**src/rtl/bcd_pkg.sv**
```systemverilog
// bcd_pkg: shared types and constants for the sequential BCD subtractor.
//   state_t     controller state encoding (CMPL only exists when
//               BCD_SUB_SIGN_MAG_EN is defined)
//   bcd_digit_t one packed BCD digit
//   BCD_MAX     largest legal BCD digit value
//   BCD_CORR    correction added to a digit that borrowed
package bcd_pkg;

  typedef logic [3:0] bcd_digit_t;

  localparam bcd_digit_t BCD_MAX  = 4'd9;
  localparam bcd_digit_t BCD_CORR = 4'd10;

  typedef enum logic [2:0] {
    ST_IDLE  = 3'd0,
    ST_CHECK = 3'd1,
    ST_SUB   = 3'd2,
`ifdef BCD_SUB_SIGN_MAG_EN
    ST_CMPL  = 3'd3,
`endif
    ST_DONE  = 3'd4
  } state_t;

endpackage

```
**src/rtl/bcd_sub_seq_if.sv**
```systemverilog
// bcd_sub_seq_if: host <-> subtractor handshake bundle.
//   start   host request (sampled by the block only while idle)
//   a, b    packed BCD minuend / subtrahend, digit 0 in [3:0]
//   busy    block is working
//   done    one-cycle result-valid pulse
//   diff    packed BCD result
//   borrow  final borrow out of the top digit
//   neg     result sign
//   invalid an operand digit exceeded 9
// master = host side, slave = subtractor side.
interface bcd_sub_seq_if #(parameter int DIGITS = 4);
  logic                  start;
  logic [4*DIGITS-1:0]   a;
  logic [4*DIGITS-1:0]   b;
  logic                  busy;
  logic                  done;
  logic [4*DIGITS-1:0]   diff;
  logic                  borrow;
  logic                  neg;
  logic                  invalid;

  modport master (
    output start, a, b,
    input  busy, done, diff, borrow, neg, invalid
  );

  modport slave (
    input  start, a, b,
    output busy, done, diff, borrow, neg, invalid
  );
endinterface

```
**src/rtl/bcd_digit_sub.sv**
```systemverilog
// bcd_digit_sub: combinational one-digit BCD subtract/correct slice.
//   a, b   input digits
//   bin    borrow in
//   nibble corrected result digit
//   bout   borrow out
// The 2:1 correction mux picks the +10 corrected nibble whenever the
// raw 5-bit difference went negative, so its select is the borrow out.
module bcd_digit_sub
  import bcd_pkg::*;
(
  input  bcd_digit_t a,
  input  bcd_digit_t b,
  input  logic       bin,
  output bcd_digit_t nibble,
  output logic       bout
);

  logic [4:0] raw_s;
  bcd_digit_t corr_s;

  // Raw difference, borrow extraction and correction mux.
  always_comb begin
    raw_s  = {1'b0, a} - {1'b0, b} - {4'b0000, bin};
    bout   = raw_s[4];
    corr_s = raw_s[3:0] + BCD_CORR;
    if (bout) begin
      nibble = corr_s;
    end else begin
      nibble = raw_s[3:0];
    end
  end

endmodule

```
**src/rtl/bcd_sub_seq.sv**
```systemverilog
// bcd_sub_seq: sequential multi-digit BCD subtractor controller.
//   clk    system clock
//   rst_n  asynchronous active-low reset
//   bus    bcd_sub_seq_if.slave (start/a/b in; busy/done/diff/borrow/
//          neg/invalid out)
// Operands are latched on an accepted start, checked for illegal digits,
// then subtracted one digit per cycle through a single bcd_digit_sub.
// Optional feature macro: BCD_SUB_SIGN_MAG_EN -- when defined, a negative
// result is converted to sign/magnitude by a second pass (0 - diff).
module bcd_sub_seq
  import bcd_pkg::*;
#(
  parameter int DIGITS = 4
)(
  input  logic          clk,
  input  logic          rst_n,
  bcd_sub_seq_if.slave  bus
);

  localparam int             IW       = $clog2(DIGITS) + 1;
  localparam logic [IW-1:0]  LAST_IDX = IW'(DIGITS - 1);

  state_t              state_r, state_next_s;
  logic [IW-1:0]       idx_r;
  logic [4*DIGITS-1:0] a_r, b_r, diff_r;
  logic                bin_r, borrow_r, neg_r, invalid_r, done_r, busy_r;
  logic                bad_s, last_s;
  bcd_digit_t          sa_s, sb_s, nib_s;
  logic                bout_s;

  assign last_s = (idx_r == LAST_IDX);

  // Flag any latched operand digit above 9.
  always_comb begin
    bad_s = 1'b0;
    for (int k = 0; k < DIGITS; k++) begin
      if ((a_r[4*k +: 4] > BCD_MAX) || (b_r[4*k +: 4] > BCD_MAX)) begin
        bad_s = 1'b1;
      end else begin
        bad_s = bad_s;
      end
    end
  end

  // Slice operands: a_i - b_i during SUB, 0 - diff_i during CMPL.
  always_comb begin
    if (state_r == ST_SUB) begin
      sa_s = a_r[{idx_r, 2'b00} +: 4];
      sb_s = b_r[{idx_r, 2'b00} +: 4];
    end else begin
      sa_s = 4'd0;
      sb_s = diff_r[{idx_r, 2'b00} +: 4];
    end
  end

  bcd_digit_sub u_slice (
    .a      (sa_s),
    .b      (sb_s),
    .bin    (bin_r),
    .nibble (nib_s),
    .bout   (bout_s)
  );

  // State register.
  always_ff @(posedge clk or negedge rst_n) begin
    if (!rst_n) begin
      state_r <= ST_IDLE;
    end else begin
      state_r <= state_next_s;
    end
  end

  // Next-state logic.
  always_comb begin
    state_next_s = state_r;
    case (state_r)
      ST_IDLE: begin
        if (bus.start) begin
          state_next_s = ST_CHECK;
        end else begin
          state_next_s = ST_IDLE;
        end
      end
      ST_CHECK: begin
        if (bad_s) begin
          state_next_s = ST_DONE;
        end else begin
          state_next_s = ST_SUB;
        end
      end
      ST_SUB: begin
        if (last_s) begin
`ifdef BCD_SUB_SIGN_MAG_EN
          state_next_s = bout_s ? ST_CMPL : ST_DONE;
`else
          state_next_s = ST_DONE;
`endif
        end else begin
          state_next_s = ST_SUB;
        end
      end
`ifdef BCD_SUB_SIGN_MAG_EN
      ST_CMPL: begin
        if (last_s) begin
          state_next_s = ST_DONE;
        end else begin
          state_next_s = ST_CMPL;
        end
      end
`endif
      ST_DONE:  state_next_s = ST_IDLE;
      default:  state_next_s = ST_IDLE;
    endcase
  end

  // Datapath and registered outputs. done/busy are delayed views of the
  // state so that busy drops on the same edge as the done pulse.
  always_ff @(posedge clk or negedge rst_n) begin
    if (!rst_n) begin
      idx_r     <= '0;
      a_r       <= '0;
      b_r       <= '0;
      diff_r    <= '0;
      bin_r     <= 1'b0;
      borrow_r  <= 1'b0;
      neg_r     <= 1'b0;
      invalid_r <= 1'b0;
      done_r    <= 1'b0;
      busy_r    <= 1'b0;
    end else begin
      done_r <= (state_r == ST_DONE);
      busy_r <= (state_next_s != ST_IDLE) || (state_r == ST_DONE);
      case (state_r)
        ST_IDLE: begin
          if (bus.start) begin
            a_r <= bus.a;
            b_r <= bus.b;
          end
        end
        ST_CHECK: begin
          idx_r <= '0;
          bin_r <= 1'b0;
          if (bad_s) begin
            invalid_r <= 1'b1;
            diff_r    <= '0;
            borrow_r  <= 1'b0;
            neg_r     <= 1'b0;
          end else begin
            invalid_r <= 1'b0;
          end
        end
        ST_SUB: begin
          diff_r[{idx_r, 2'b00} +: 4] <= nib_s;
          if (last_s) begin
            idx_r    <= '0;
            bin_r    <= 1'b0;
            borrow_r <= bout_s;
            neg_r    <= bout_s;
          end else begin
            idx_r <= idx_r + {{(IW-1){1'b0}}, 1'b1};
            bin_r <= bout_s;
          end
        end
`ifdef BCD_SUB_SIGN_MAG_EN
        // Magnitude pass; sign and borrow from SUB are kept.
        ST_CMPL: begin
          diff_r[{idx_r, 2'b00} +: 4] <= nib_s;
          if (last_s) begin
            idx_r <= '0;
            bin_r <= 1'b0;
          end else begin
            idx_r <= idx_r + {{(IW-1){1'b0}}, 1'b1};
            bin_r <= bout_s;
          end
        end
`endif
        ST_DONE: begin
          idx_r <= '0;
        end
        default: begin
          idx_r <= '0;
        end
      endcase
    end
  end

  assign bus.busy    = busy_r;
  assign bus.done    = done_r;
  assign bus.diff    = diff_r;
  assign bus.borrow  = borrow_r;
  assign bus.neg     = neg_r;
  assign bus.invalid = invalid_r;

endmodule

```
**src/flat_wrapper.sv**
```systemverilog
// flat-port wrapper written by rule: the top's interface ports become plain ports
module bcd_sub_seq_flat import bcd_pkg::*;
#(
  parameter int DIGITS = 4
)
  (clk, rst_n, bus_start, bus_a, bus_b, bus_busy, bus_done, bus_diff, bus_borrow, bus_neg, bus_invalid);
  bcd_sub_seq_if #(.DIGITS(DIGITS)) bus_i ();
  input  logic clk;
  input  logic rst_n;
  input wire logic [$bits(bus_i.start)-1:0] bus_start;
  input wire logic [$bits(bus_i.a)-1:0] bus_a;
  input wire logic [$bits(bus_i.b)-1:0] bus_b;
  output wire logic [$bits(bus_i.busy)-1:0] bus_busy;
  output wire logic [$bits(bus_i.done)-1:0] bus_done;
  output wire logic [$bits(bus_i.diff)-1:0] bus_diff;
  output wire logic [$bits(bus_i.borrow)-1:0] bus_borrow;
  output wire logic [$bits(bus_i.neg)-1:0] bus_neg;
  output wire logic [$bits(bus_i.invalid)-1:0] bus_invalid;
  assign bus_i.start = bus_start;
  assign bus_i.a = bus_a;
  assign bus_i.b = bus_b;
  assign bus_busy = bus_i.busy;
  assign bus_done = bus_i.done;
  assign bus_diff = bus_i.diff;
  assign bus_borrow = bus_i.borrow;
  assign bus_neg = bus_i.neg;
  assign bus_invalid = bus_i.invalid;
  bcd_sub_seq #(.DIGITS(DIGITS)) u_core (.clk(clk), .rst_n(rst_n), .bus(bus_i));
endmodule
```
**config.mk**
```make
export PLATFORM = sky130hd
export DESIGN_NAME = bcd_sub_seq_flat
export DESIGN_NICKNAME = d
export VERILOG_FILES = /design/src/rtl/bcd_pkg.sv /design/src/rtl/bcd_sub_seq_if.sv /design/src/rtl/bcd_digit_sub.sv /design/src/rtl/bcd_sub_seq.sv /design/src/flat_wrapper.sv
export SDC_FILE = /design/constraint.sdc
export NUM_CORES = 1
export LEC_CHECK = 0
export CORE_MARGIN = 10
export CORE_UTILIZATION = 40
export DETAILED_ROUTE_END_ITERATION = 12
export DONT_BUFFER_PORTS = 1
export PLACE_DENSITY = 0.62
export SLEW_MARGIN = 10
export SYNTH_ARGS = -nofsm -noshare
export SYNTH_HDL_FRONTEND = slang
export SYNTH_SLANG_ARGS = --single-unit
```
**constraint.sdc**
```tcl
create_clock -name clk -period 4.35 [get_ports clk]
set_input_delay 0.87 -clock clk [delete_from_list [all_inputs] [get_ports clk]]
set_output_delay 0.87 -clock clk [all_outputs]
set_load 0.05 [all_outputs]
```
# Word-level counts from Yosys, hierarchy flattened
# Cells that the tools add are included.
# op_classes
n_shift,5
mux,22
eq_ne,6
n_addsub,5
n_reduce_logical,11
n_lt_le_gt_ge,8
# op_table
operator,n
16-bit by 6-bit indexed part select with 4-bit output,3
4-bit greater-than comparator (second input constant),8
16-bit one-hot mux with 2 select lines,1
16-bit bitwise mux,1
16-bit 2-to-1 mux,1
4-bit by 7-bit variable shift with 16-bit output (first input constant),1
4-bit by 7-bit indexed part select with 16-bit output,1
4-bit 2-to-1 mux,3
1-bit 2-to-1 mux,9
3-bit 2-to-1 mux,3
3-bit one-hot mux with 3 select lines,1
5-bit negation with 7-bit output,1
3-bit by 2-bit equality test with 1-bit output (second input constant),2
3-bit one-hot mux with 2 select lines,1
1-bit logical OR,5
4-bit by 4-bit subtractor with 5-bit output,1
5-bit by 1-bit subtractor with 5-bit output,1
4-bit adder (second input constant),1
2-bit by 1-bit inequality test with 1-bit output (second input constant),2
1-bit one-hot mux with 2 select lines,2
2-bit AND reduction,2
3-bit by 1-bit adder with 3-bit output (second input constant),1
3-bit by 1-bit equality test with 1-bit output (second input constant),1
3-bit equality test (second input constant),1
4 further kinds,4
# totals
in_bits,35
ff_bits,59
out_inout_bits,21

# Longest topological paths before layout
# Gate-level depths: netlist of run 1.
# depth
depth_word,10
depth_mapped,15
mapped_depth_nobuf,13

# Hierarchy
# From an unflattened synthesis of run 1, not the netlist that was laid out.
# hier_totals
hier_cells,245
area_unflattened_um2,3114.2
# modules_own_cells
module,n_inst,cells_each,seq_area_each_um2,area_per_inst_um2
bcd_sub_seq,1,213,1476.4,2840.2
bcd_digit_sub,1,32,0.0,274.0

# Least setup slack after synthesis of run 1
# OpenSTA, ideal clock, no wires.
# synth_timing
path_type,flip-flop to flip-flop
start,register u_core.state_r[0]
end,register u_core.diff_r[3] (netlist: u_core.bus.diff[3])
path_stages_with_launch,16
arrival_ns,3.378
period_less_slack_ns,3.502
setup_time_ns,0.125
slack_ns,0.848
n_path_buf,2
t_required_ns,4.225
path_cell_list,dfrtp_1 or3b_1 clkbuf_1 buf_2 mux4_2 mux2_2 nand2_1 fa_1 fa_1 xor2_1 ha_1 inv_1 a21oi_1 a31oi_1 xnor2_1 mux2_2
# synth_between
elab_chain_cells,9
elab_cells_between_ends,14
# synth_rtl
item,line,source
"start, declared",bcd_sub_seq.sv:23,"state_t state_r, state_next_s;"
"start signal, assigned",bcd_sub_seq.sv:69,state_r <= state_next_s;
3-bit by 2-bit equality test with 1-bit output,"bcd_sub_seq.sv:47, bcd_sub_seq.sv:133",
4-bit 2-to-1 mux,bcd_sub_seq.sv:47,if (state_r == ST_SUB) begin
4-bit by 4-bit subtractor with 5-bit output,bcd_digit_sub.sv:23,"raw_s = {1'b0, a} - {1'b0, b} - {4'b0000, bin};"
5-bit by 1-bit subtractor with 5-bit output,bcd_digit_sub.sv:23,
4-bit adder,bcd_digit_sub.sv:25,corr_s = raw_s[3:0] + BCD_CORR;
4-bit 2-to-1 mux,bcd_digit_sub.sv:26,if (bout) begin
4-bit by 7-bit indexed part select with 16-bit output,bcd_sub_seq.sv:153,"diff_r[{idx_r, 2'b00} +: 4] <= nib_s;"
16-bit bitwise mux,bcd_sub_seq.sv:153,
16-bit one-hot mux with 2 select lines,bcd_sub_seq.sv:133,case (state_r)
"end signal, assigned by index",bcd_sub_seq.sv:153,
"end, declared",bcd_sub_seq.sv:25,"logic [4*DIGITS-1:0] a_r, b_r, diff_r;"
# Parallel ways exist; a longest one is shown, timed or not.
# A chain may end at the register's enable or synchronous reset.

# Worst setup path after layout of run 1
# Ends and elaborated chain as after synthesis.

==> impl_metrics.py, run 1 <==
metrics = {
    "placed_design": {
        "place_hpwl_um": 5250,
        "gp_congestion": 0.840,
        "post-place-ws_ns": 0.579,
        "dpl_cell_area_um2": 3220,
        "portBuffers": 0,
    },
    "detailed_routing": {
        "firstDrtPassIters": 5,
        "vias": 1984,
        "drc": 0,
        "ant_nets": 0,
        "routed_via_density": 5.57,
        "wl_um": 7140,
        "wl_per_cell_um": 20.1,
        "drt-initial-drc-count": 97,
    },
    "synthesis": {
        "post_synth_inst_count": 244,
        "synth_top_area_share_pct": 47.7,
        "yosys_warnings": 0,
        "synth_top_family_by_area": "multiplexers",
        "synth_xor_xnor_area_share_pct": 1.70,
        "synth.most_common_cell": "dfrtp_1",
        "yosys.area_share.simple_pct": 9.51,
        "synthAdderAreaFrac_pct": 5.74,
        "postSynthAreaPerCell_um2": 12.7,
        "synthArstFlopShare_pct": 100,
        "ys_seq_area_share_pct": 47.7,
        "synth_area_um2": 3090,
        "synth_seq_cells": 59,
        "synth_mux_area_share_pct": 23.1,
        "netlist_top_cells_count": "dfrtp_1, mux2_2, o21ai_0",
        "synth_nets": 292,
        "synth.distinct_cells": 46,
        "yosysTopAreaCell": "dfrtp_1",
        "synth_ff_type": "dfrtp_1",
        "synth_compound_area_share_pct": 8.54,
        "synth_edf_count": 0,
        "synth_area_leaders": "dfrtp_1, mux2_2, mux4_2",
    },
    "die": {
        "die_w_um": 108,
        "rows": 32,
        "start_util_pct": 40.7,
        "fp.coreArea_um2": 7610,
        "die_y_um": 108,
        "pin_count": 56,
        "dieArea_um2": 11700,
    },
    "clock_network": {
        "cts_setup_buffers": 0,
        "clock_path_buffers": 2,
        "cts-buffers-inserted": 9,
        "cts-root-buf": "clkbuf_8",
        "clock-sinks": 59,
        "postCtsHoldBufs": 0,
        "cts_max_level": 3,
        "cts_resized": 0,
        "cts_tree": "done",
        "clk-insertion-delay-late_ns": 0.33,
        "path_clk_slew_ns": 0.07,
    },
    "worst_setup_path": {
        "critical_path_arrival_ns": 4.03,
        "r2r_slack_ns": 0.58,
        "crit_chain": "or3b_1 > mux4_2 > mux2_2 > nand2_1 > fa_1 > fa_1 > xor2_1 > ha_1 > inv_1 > a21oi_1 > a31oi_1 > xnor2_1 > mux2_2",
        "max_stage_delay_ns": 0.51,
        "cp_max_fo": 12,
        "crit_path_start_kind": "register",
        "critPathRequiredTime_ns": 4.61,
        "worst_setup_path_end_kind": "register",
        "crit_slowest_cell": "dfrtp_1",
        "crit_type": "reg2reg",
    },
    "finish": {
        "num_antenna_cells": 0,
        "layout.nets": 297,
        "syn_to_final_growth_pct": 12.5,
        "drive_above_1_share_pct": 29.9,
        "final_cell_area_um2": 3480,
    },
    "grt": {
        "grt_max_degree": 60,
        "antenna_found_initial": 0,
        "grt_overflow": 0,
        "grt_first_pass_wirelength_um": 11700,
        "grt_pass1_vias": 2125,
        "grt_usage_pct": 13.0,
    },
    "sta": {
        "max_freq_mhz": 265,
        "period_share_pct": 86.6,
        "worst_slew_pin_slew_ns": 0.933,
        "worst_slack_ns": 0.582,
        "skew_ns": 0.00846,
        "setup_viol": 0,
        "fin_crit_ns": 3.77,
        "setup_tns_ns": 0,
        "finalHoldViolCount": 0,
        "rsz0062_at_grt": "no",
        "slew_headroom_pct": 37.8,
        "slew_viol_final": 0,
    },
    "run": {
        "cap_violations": 0,
    },
    "worst_hold_path": {
        "hp-class": "in2async",
    },
    "power_and_ir_drop": {
        "power_density_nw_per_um2": 627,
        "ir_drop_uv": 308,
        "cellLeakagePower_nw": 1.50,
    },
    "run_status": {
        "status": "complete, no violations",
    },
}
## routing by layer
metal | part of all wire, % | track usage, % | up-vias
met5 | 0 | 0 | -
li1 | - | - | 917
met2 | 49 | 20.6 | 50
met1 | 42 | 15.1 | 1002
met4 | 2.9 | 6.39 | 0
met3 | 6.4 | 5.29 | 15
## worst max-delay path, delay by kind of cell, from the launching register on
family	cells	cell delay (ns)
mux	3	0.63
simple gates	2	0.55
xor+xnor	2	0.66
flops	1	0.51
compound gates	2	0.18
fa+ha+maj	3	1.12
buf+inv	1	0.05
## cells by family (layout without fill, tap and decap cells)
family                     Yosys count  in the layout
AOI/OAI and AO/OA                   37             37
xor gates and xnor gates             6              6
adders and majority gates           13             13
buffers and inverters               25             35
DFF                                 59             59
muxes                               51             51
and+or+nand+nor                     53             53
## final cells by class
cell class / count / area (µm²)
inverters: 11 / 41.3
clock buffers: 12 / 165
multi-input cells: 160 / 1510
clock inverters: 4 / 95.1
repair buffers: 8 / 60.1
well taps: 102 / 128
fillers: 711 / 4130
flip-flops and latches: 59 / 1480
## registers in the layout, summed over array words and instances, names as in the netlist
name and count:
u_core.a_r 16, u_core.b_r 16, u_core.bin_r 1, u_core.bus.borrow 1
u_core.bus.busy 1, u_core.bus.diff 16, u_core.bus.done 1, u_core.bus.invalid 1
u_core.idx_r 3, u_core.state_r 3
## worst paths after layout
check | start | to | cells past startpoint
setup reg to reg | u_core.state_r[0]$_DFF_PN0_ | u_core.bus.diff[3]$_DFFE_PN0P_ | 13
max in group asynchronous | rst_n | u_core.bus.borrow$_DFFE_PN0P_ | 0
setup / recovery | u_core.state_r[0]$_DFF_PN0_ | u_core.bus.diff[3]$_DFFE_PN0P_ | 13
hold reg to reg | u_core.a_r[12]$_DFFE_PN0P_ | u_core.a_r[12]$_DFFE_PN0P_ | 1
min in group clk | u_core.a_r[12]$_DFFE_PN0P_ | u_core.a_r[12]$_DFFE_PN0P_ | 1
hold / removal | rst_n | u_core.bus.done$_DFF_PN0_ | 0
## power by group
group | switching [mW] | internal, mW
Clock | 0.211 | 0.427
Combinational | 0.289 | 0.331
Sequential | 0.194 | 0.728
## metrics by stage
step                      cells  hold slack, ns  util (%)  power [mW]
after floorplan             244           0.469         -        1.39
final                       356           0.230      45.7        2.18
after global routing        356           0.205      45.7        2.31
after detailed placement    340           0.491      42.3        1.56
after global placement      340           0.484      42.3        1.55
after CTS                   356           0.214      45.7        2.20
## placed cells by master (no fill, tap or decap), drive strengths merged, types with 4 or more instances in the layout
| cell | n |
|---|---|
| ha | 11 |
| buf | 8 |
| nand3 | 9 |
| o2bb2ai | 6 |
| dfrtp | 59 |
| a22o | 4 |
| inv | 11 |
| clkbuf | 12 |
| nor3b | 5 |
| mux2 | 35 |
| o21ai | 14 |
| nor2 | 6 |
| mux4 | 12 |
| mux2i | 4 |
| nand2 | 12 |
Power figures use the tool's default switching activity.
==> run 2, diff against run 1 <==
HOLD_SLACK_MARGIN = 0.1   (was not set)
PLACE_DENSITY = not set   (was 0.62)
SETUP_SLACK_MARGIN = 0.05   (was not set)
==> run 2 against run 1 <==
Cell count decreased by 0.56%; routed wire length increased by 0.73%; cell area fell by 1.4%; sequential power hardly changed; sequential share of layout area up 0.60 points; critical path depth is 2 lower.
==> impl_metrics.py, run 2 (synthesis gave the netlist of run 1 again) <==
metrics = {
    "clock_network": {
        "cts_setup_buffers": 0,
        "clock-sinks": 59,
        "path_clk_slew_ns": 0.07,
        "cts-buffers-inserted": 9,
        "cts_tree": "done",
        "cts_resized": 0,
        "clk-insertion-delay-late_ns": 0.34,
        "postCtsHoldBufs": 0,
        "cts_max_level": 3,
        "clock_path_buffers": 2,
        "cts-root-buf": "clkbuf_8",
    },
    "grt": {
        "grt_first_pass_wirelength_um": 11400,
        "antenna_found_initial": 0,
        "grt_overflow": 0,
        "grt_max_degree": 60,
        "grt_pass1_vias": 2031,
        "grt_usage_pct": 12.7,
    },
    "die": {
        "pin_count": 56,
        "die_y_um": 108,
        "rows": 32,
        "fp.coreArea_um2": 7610,
        "die_w_um": 108,
        "dieArea_um2": 11700,
        "start_util_pct": 40.7,
    },
    "power_and_ir_drop": {
        "p_comb_share_pct": 29.2,
        "power.switching_uw": 698,
        "power_density_nw_per_um2": 614,
        "p_sw_share_pct": 33.1,
        "internal_power_mw": 1.41,
        "power.total_mw": 2.11,
        "ir_drop_uv": 318,
        "p_clk_share_pct": 27.1,
        "seq_power_share_pct": 43.7,
        "cellLeakagePower_nw": 1.48,
    },
    "detailed_routing": {
        "routed_via_density": 5.59,
        "dr.max_layer_used": "met4",
        "drc": 0,
        "wl_per_cell_um": 20.3,
        "vias": 1980,
        "wl_met3_um": 507,
        "wl_um": 7190,
        "drt-initial-drc-count": 110,
        "ant_nets": 0,
        "dr_wl_met2_um": 3560,
        "wl_met1_um": 3030,
        "firstDrtPassIters": 4,
    },
    "finish": {
        "fill_cells": 696,
        "finalNonFillerCells": 354,
        "fin_util_pct": 45.1,
        "final_common_cell": "dfrtp_1",
        "layout.nets": 295,
        "syn_to_final_growth_pct": 10.9,
        "num_antenna_cells": 0,
        "drive_above_1_share_pct": 29.4,
        "final_cell_mix": "dfrtp_1, mux2_2, o21ai_0",
    },
    "worst_setup_path": {
        "crit_buf_inv": 0,
        "r2r-start": "u_core.state_r[1]$_DFF_PN0_",
        "cpMostUsedCell": "fa_1",
        "critPathCapture": "u_core.bus.diff[2]$_DFFE_PN0P_",
        "critical_path_arrival_ns": 4.05,
        "crit_slowest_cell": "dfrtp_1",
        "crit_type": "reg2reg",
        "crit_path_start_kind": "register",
        "cp_top_family": "adder cells",
        "worst_setup_path_end_kind": "register",
        "rr_endpoint": "u_core.bus.diff[2]$_DFFE_PN0P_",
        "cp_max_fo": 12,
        "crit_path_start": "u_core.state_r[1]$_DFF_PN0_",
        "critPathRequiredTime_ns": 4.55,
        "reg2regPathDepth": 11,
        "r2r_slack_ns": 0.50,
        "crit_chain": "or3b_1 > mux4_2 > mux2_2 > nand2_1 > fa_1 > fa_1 > nand2b_1 > a21oi_1 > xnor2_1 > mux2i_1 > o21ai_0",
        "max_stage_delay_ns": 0.56,
        "crit_cells": 11,
    },
    "sta": {
        "skew_ns": 0.0122,
        "slew_viol_final": 0,
        "fin_crit_ns": 3.85,
        "max_freq_mhz": 260,
        "setup_viol": 0,
        "setup_tns_ns": 0,
        "worst_slew_pin_slew_ns": 0.956,
        "finalHoldViolCount": 0,
        "period_share_pct": 88.6,
        "slew_headroom_pct": 36.3,
        "rsz0062_at_grt": "no",
    },
    "worst_hold_path": {
        "hp-class": "in2async",
    },
    "placed_design": {
        "gp_congestion": 0.808,
        "dp.cells": 338,
        "portBuffers": 0,
        "place_hpwl_um": 5400,
    },
    "run_status": {
        "status": "complete, no violations",
    },
    "run": {
        "cap_violations": 0,
    },
}
[run 2: cell types whose count changed in the layout (fill, tap and decap cells not counted), sizes merged]
cell,change
bufinv,-1
buf,-2
clkinv,+2
clkbuf,-1
[run 2: through the flow]
step	hold WS (ns)	worst slack (ns)	cell area (µm²)
after detailed placement	0.489	0.513	3200
final	0.217	0.497	3430
after floorplan	0.469	0.848	3090
after CTS	0.203	0.507	3430
after global placement	0.483	0.606	3200
after global routing	0.195	0.222	3430
[run 2: layout make-up]
cell class                 count  area (µm²)  share of cell area, %
clock inverter                 5        75.1                   2.19
multi-input combinational    160        1510                   44.1
sequential                    59        1480                   43.1
timing repair buffer           6        45.0                   1.31
tap                          102         128                   3.72
inverter                      11        41.3                   1.20
clock buffer                  11         151                   4.41
[run 2: power by group through the flow]
| stage | sequential, mW | combinational [mW] | clock (mW) |
|---|---|---|---|
| after floorplan | 0.857 | 0.531 | 0 |
| after global placement | 0.929 | 0.608 | 0 |
| after detailed placement | 0.933 | 0.622 | 0 |
| after CTS | 0.924 | 0.623 | 0.583 |
| after global routing | 0.950 | 0.671 | 0.609 |
| final | 0.920 | 0.615 | 0.571 |
[run 2: per-layer routing]
metal / vias to the layer above / GRT usage (%)
li1: 913 / -
met4: 0 / 4.87
met1: 1011 / 15.7
met3: 6 / 4.64
met5: - / 0
met2: 50 / 20.0
[run 2: worst min path at each step]
stage,start,to,slack (ns),cells after the start
3_5_place_dp,u_core.a_r[4]$_DFFE_PN0P_,u_core.a_r[4]$_DFFE_PN0P_,0.49,1
3_3_place_gp,u_core.a_r[4]$_DFFE_PN0P_,u_core.a_r[4]$_DFFE_PN0P_,0.48,1
5_1_grt,rst_n,u_core.bus.busy$_DFF_PN0_,0.20,0
2_1_floorplan,u_core.bin_r$_DFFE_PN0P_,u_core.bin_r$_DFFE_PN0P_,0.47,2
4_1_cts,rst_n,u_core.bus.busy$_DFF_PN0_,0.20,0
6_report,rst_n,u_core.bus.busy$_DFF_PN0_,0.22,0
